--- src/rtl/perf_pkg.sv ---
// Shared types for the pipeline performance monitor.
// Provides the FSM state encoding and the default counter width.
package perf_pkg;

  typedef enum logic [1:0] {
    IDLE = 2'd0,
    RUN  = 2'd1,
    DONE = 2'd2
  } state_e;

  localparam int CNT_W_DEF = 32;

endpackage

--- src/rtl/sat_counter.sv ---
// Saturating up-counter with synchronous clear.
// Holds at all-ones instead of wrapping.
module sat_counter
  import perf_pkg::*;
#(
  parameter int W = CNT_W_DEF
) (
  input  logic         clk_i,
  input  logic         rst_i,
  input  logic         clr,
  input  logic         inc,
  output logic [W-1:0] count
);

  always_ff @(posedge clk_i or negedge rst_i) begin
    if (!rst_i) begin
      count <= '0;
    end else if (clr) begin
      count <= '0;
    end else if (inc && (count != '1)) begin
      count <= count + W'(1);
    end
  end

endmodule

--- src/rtl/pipe_perf_monitor.sv ---
// Cycle/stall/flush/retire event monitor for the 5-stage CPU.
// Ends the run after MAX_CYCLES counted cycles; supports snapshots.
module pipe_perf_monitor
  import perf_pkg::*;
#(
  parameter int CNT_W      = CNT_W_DEF,
  parameter int MAX_CYCLES = 30
) (
  input  logic             clk_i,
  input  logic             rst_i,
  input  logic             start_i,
  input  logic             stall_i,
  input  logic             flush_i,
  input  logic             retire_i,
  input  logic             clear_i,
  input  logic             snap_i,
  output logic [CNT_W-1:0] cycle_cnt_o,
  output logic [CNT_W-1:0] stall_cnt_o,
  output logic [CNT_W-1:0] flush_cnt_o,
  output logic [CNT_W-1:0] retire_cnt_o,
  output logic [CNT_W-1:0] snap_cycle_o,
  output logic [CNT_W-1:0] snap_stall_o,
  output logic [CNT_W-1:0] snap_flush_o,
  output logic [CNT_W-1:0] snap_retire_o,
  output logic             snap_valid_o,
  output logic             running_o,
  output logic             done_o
);

  localparam logic [CNT_W-1:0] LAST = CNT_W'(MAX_CYCLES - 1);

  state_e state;
  logic   count_en;
  logic   stall_ev;

  // IDLE and RUN both count; the IDLE edge is the first cycle
  assign count_en = start_i && (state != DONE) && !clear_i;
  // a stall under a flush is a flush only
  assign stall_ev = stall_i && !flush_i;

  sat_counter #(.W(CNT_W)) u_cycle (
    .clk_i (clk_i),
    .rst_i (rst_i),
    .clr   (clear_i),
    .inc   (count_en),
    .count (cycle_cnt_o)
  );

  sat_counter #(.W(CNT_W)) u_stall (
    .clk_i (clk_i),
    .rst_i (rst_i),
    .clr   (clear_i),
    .inc   (count_en && stall_ev),
    .count (stall_cnt_o)
  );

  sat_counter #(.W(CNT_W)) u_flush (
    .clk_i (clk_i),
    .rst_i (rst_i),
    .clr   (clear_i),
    .inc   (count_en && flush_i),
    .count (flush_cnt_o)
  );

  sat_counter #(.W(CNT_W)) u_retire (
    .clk_i (clk_i),
    .rst_i (rst_i),
    .clr   (clear_i),
    .inc   (count_en && retire_i),
    .count (retire_cnt_o)
  );

  always_ff @(posedge clk_i or negedge rst_i) begin
    if (!rst_i) begin
      state     <= IDLE;
      running_o <= 1'b0;
      done_o    <= 1'b0;
    end else if (clear_i) begin
      state     <= IDLE;
      running_o <= 1'b0;
      done_o    <= 1'b0;
    end else if (count_en) begin
      if (cycle_cnt_o == LAST) begin
        state     <= DONE;
        running_o <= 1'b0;
        done_o    <= 1'b1;
      end else begin
        state     <= RUN;
        running_o <= 1'b1;
        done_o    <= 1'b0;
      end
    end
  end

  // capture uses pre-edge values, so it is unaffected by clear
  always_ff @(posedge clk_i or negedge rst_i) begin
    if (!rst_i) begin
      snap_cycle_o  <= '0;
      snap_stall_o  <= '0;
      snap_flush_o  <= '0;
      snap_retire_o <= '0;
      snap_valid_o  <= 1'b0;
    end else begin
      snap_valid_o <= snap_i;
      if (snap_i) begin
        snap_cycle_o  <= cycle_cnt_o;
        snap_stall_o  <= stall_cnt_o;
        snap_flush_o  <= flush_cnt_o;
        snap_retire_o <= retire_cnt_o;
      end
    end
  end

endmodule
--- config.mk ---
export PLATFORM = sky130hd
export DESIGN_NAME = pipe_perf_monitor
export DESIGN_NICKNAME = d
export VERILOG_FILES = /design/src/rtl/perf_pkg.sv /design/src/rtl/sat_counter.sv /design/src/rtl/pipe_perf_monitor.sv
export SDC_FILE = /design/constraint.sdc
export NUM_CORES = 1
export LEC_CHECK = 0
export CAP_MARGIN = 0
export CELL_PAD_IN_SITES_DETAIL_PLACEMENT = 1
export CELL_PAD_IN_SITES_GLOBAL_PLACEMENT = 1
export CORE_MARGIN = 5
export CORE_UTILIZATION = 40
export CTS_CLUSTER_SIZE = 8
export DETAILED_ROUTE_END_ITERATION = 10
export HOLD_SLACK_MARGIN = 0.08
export PLACE_DENSITY_LB_ADDON = 0.1
export SLEW_MARGIN = 25
export SYNTH_ARGS = -nofsm -noshare
export SYNTH_HDL_FRONTEND = slang
export SYNTH_SLANG_ARGS = --single-unit
--- constraint.sdc ---
create_clock -name clk_i -period 2.25 [get_ports clk_i]
set_input_delay 0.45 -clock clk_i [delete_from_list [all_inputs] [get_ports clk_i]]
set_output_delay 0.45 -clock clk_i [all_outputs]
set_load 0.03 [all_outputs]
==> impl_metrics.csv <==
group,metric,value,unit
routing,drt_wl_total,36.0,mm
sta,timing.fmax,0.456,GHz
sta,finalSetupViolations,0,
placed_design,dpl_cell_area,0.0158,sq mm
floorplan,rows,62,
global_routing,grtUsageTotal,21.5,%
sta,hold_viol,0,
cells_and_area,syn2layout_area_growth,43.4,%
logic_synthesis,yosys_warnings,0,
power_and_ir_drop,pwr_density_cell,609,mW/mm^2
logic_synthesis,synth_top_cell_by_area,"dfrtp_1",
worst_setup_path,crit_start,"u_flush.count[31]",
floorplan,ioPinCount,267,
cells_and_area,utilization,58.4,%
logic_synthesis,synth_cells,1032,
cells_and_area,design_area,0.0169,sq mm
routing,highest_layer,"met4",
worst_setup_path,cp-endpoint,"flush_cnt_o[31]",
power_and_ir_drop,p_seq_share,45.8,%
worst_setup_path,rr_endpoint,"u_retire.count[23]",
sta,slew_headroom,57.3,%
logic_synthesis,synth-async-reset-ratio,100,%
cells_and_area,nets,1442,
clock_tree,cts_made_buffers,38,
floorplan,die_h,182,um
routing,drt-wirelength-per-cell,19.8,um
sta,clock_skew,0.0115,ns
worst_setup_path,critPathArrivalTime,1.75,ns
floorplan,start_util,40.7,%
clock_tree,clk_path_buf_depth,3,
run_status,outcome,"finished, final reports clean",
logic_synthesis,synth.area.top_cells,"dfrtp_1 (55%), mux2_2 (12%), xor2_1 (5.9%)",
clock_tree,root_buffer,"clkbuf_16",
routing,wl_met3,2.10,mm
power_and_ir_drop,power,0.0103,W
worst_setup_path,cp_num_cells,1,
placed_design,dpl.hpwl,25.8,mm
worst_setup_path,path_buf_inv,1,
placed_design,gp_congestion,0.790,
placed_design,place_ws,-0.375,ns
global_routing,grt_max_degree,73,
worst_setup_path,r2r_slack,0.20,ns
clock_tree,cts.clk_slew.worst_paths,0.05,ns
power_and_ir_drop,pwr-share-clk,49.3,%
worst_setup_path,crit-reg2reg-launch,"u_retire.count[4]",
clock_tree,insertion_delay,0.50,ns
routing,drtPass1Iterations,4,
routing,vias_per_cell,5.30,
logic_synthesis,ys_ff_latch,259,
worst_setup_path,cp_slowest_stage_delay,0.74,ns
global_routing,grt_pass1_vias,10400,
floorplan,design.core.area,0.0289,sq mm
clock_tree,clock-sinks,259,
power_and_ir_drop,p_int,0.00804,W
hold_path,hold_class,"input pin to flip-flop",
global_routing,grt_overflow,0,
placed_design,port_buffers,266,
run,drv_cap,0,
power_and_ir_drop,peakVddDrop,0.437,mV
worst_setup_path,crit_family,"buffers and inverters",
sta,tightestPinTransition,0.640,ns
routing,wl_met2,17.8,mm
global_routing,antenna_found_initial,0,
power_and_ir_drop,p_sw,0.00225,W
logic_synthesis,synth-edff-count,0,
worst_setup_path,crit_slowest_cell,"clkdlybuf4s50_1",
sta,setup_ws,0.0546,ns
sta,fin_crit_sh,97.6,%
hold_path,hold_start,"snap_i",
routing,detail-route-antenna-nets,0,
floorplan,die-area,0.0330,sq mm
logic_synthesis,yosysUniqueCellTypes,62,
routing,drt_drc_violations_left,0,
cells_and_area,diodes,0,
logic_synthesis,synth.avg_cell_area,11.4,sq um
routing,wl_met1,15.3,mm
cells_and_area,fillers,3052,
sta,setup_tns,0,ns
power_and_ir_drop,switching_share,21.9,%
routing,first_iter_violations,346,
worst_setup_path,endpoint_kind,"output pin",
logic_synthesis,synth_top_area_share,55.0,%
sta,min_period,2.20,ns
worst_setup_path,path_cells,"clkdlybuf4s50_1",
routing,vias,9611,
global_routing,grt_pass1_wl,58.6,mm
cells_and_area,drive_gt1_share,22.7,%
worst_setup_path,rr_worst_depth,6,
worst_setup_path,crit_type,"flip-flop to output pin",
sta,slew_violations,0,
clock_tree,htreeDepth,2,
logic_synthesis,synth_flop_cell,"dfrtp_1",
power_and_ir_drop,combPwrFrac,5.0,%
logic_synthesis,ys_seq_area_share,55.0,%
floorplan,die-width,182,um
worst_setup_path,required,1.80,ns
worst_setup_path,start_kind,"flip-flop",
clock_tree,tritoncts,"done",
logic_synthesis,synth_nets,1045,
power_and_ir_drop,p_leak,7.67,nW
worst_setup_path,worstPathMaxFanout,4,
logic_synthesis,syn_area,0.0118,sq mm
==> cell type report <==
type | count | area [sq um] | share of cell area (%)
flip-flops and latches | 259 | 6480 | 38.3
inverters | 12 | 45.0 | 0.266
repair buffers | 401 | 3760 | 22.2
clock buffers | 41 | 1030 | 6.07
multi-input cells | 717 | 5110 | 30.2
well taps | 384 | 480 | 2.84
clock inverters | 1 | 7.51 | 0.0444
==> power by group through the flow <==
stage	Clock (W)	Sequential (W)	Combinational [W]
detailed placement	0	0.00478	0.000524
CTS	0.00522	0.00471	0.000529
global placement	0	0.00478	0.000517
finish	0.00507	0.00471	0.000512
global route	0.00543	0.00471	0.000562
floorplan	0	0.00484	0.000168
==> cell usage in the layout (no fill, tap or decap), drive strengths merged, types with 17 or more instances in the layout <==
master	Yosys	layout
dfrtp	259	259
clkdlybuf4s50	0	259
buf	6	137
mux2	129	129
nor2	129	129
xor2	79	79
nand4	60	60
nand3	59	59
nand2	50	50
clkbuf	38	41
and3	34	34
xnor2	29	29
nor3	26	26
and4	17	17
==> logic make-up (layout without fill, tap and decap cells) <==
kind of cell	after synthesis	count (layout)	share of synthesized area (%)
muxes	132	132	12.6
xor gates and xnor gates	108	108	8.02
DFF	259	259	55.0
buffers and inverters	56	455	1.84
and+or+nand+nor	430	430	19.3
adders and majority gates	5	5	0.531
AOI/OAI and AO/OA	42	42	2.76
==> what timing repair did <==
action | 4_1_cts | 5_1_grt
hold buffers | 1 | 0
endpoints found under the setup margin | 1 | 14
gates resized for setup | 1 | 6
buffers inserted | 0 | 1
pin swaps | 0 | 1
endpoints found under the hold margin | 60 | 0
gates cloned | 0 | 0
==> per-stage QoR <==
step                instances  hold WS (ns)
floorplan                1032         0.154
global placement         1771         0.473
detailed placement       1771         0.474
CTS                      1814         0.401
global route             1815         0.383
finish                   1815         0.362
==> worst min-delay path by stage <==
stage | endpoint | slack (ns) | depth (start not counted)
6_report | snap_valid_o | 0.36 | 2
5_1_grt | snap_valid_o | 0.38 | 2
4_1_cts | snap_valid_o | 0.40 | 2
3_5_place_dp | snap_retire_o[15] | 0.47 | 1
3_3_place_gp | snap_retire_o[15] | 0.47 | 1
2_1_floorplan | done_o | 0.15 | 0
==> metal layers <==
layer / vias up / global-route usage (%)
met5: - / 0
met4: 0 / 4.95
met3: 55 / 5.02
met2: 231 / 37.2
met1: 4882 / 27.5
li1: 4443 / -
==> synthesized netlist by cell type, types with 8 or more instances <==
library cell	n
xnor2_1	29
nand4_1	59
clkbuf_1	38
inv_1	11
nand2_1	50
and3_1	34
nor4_1	13
dfrtp_1	259
nor2_1	128
and4_1	15
and2_1	8
a21oi_1	10
nand3_1	59
xor2_1	79
nor3_1	24
mux2_2	128
==> sequential cells by signal, indices dropped and copies added, names as in the netlist <==
register	count
snap_cycle_o	32
snap_flush_o	32
snap_retire_o	32
snap_stall_o	32
u_cycle.count	32
u_flush.count	32
u_retire.count	32
u_stall.count	32
done_o	1
snap_valid_o	1
state	1
(Power assumes the default switching activity.)
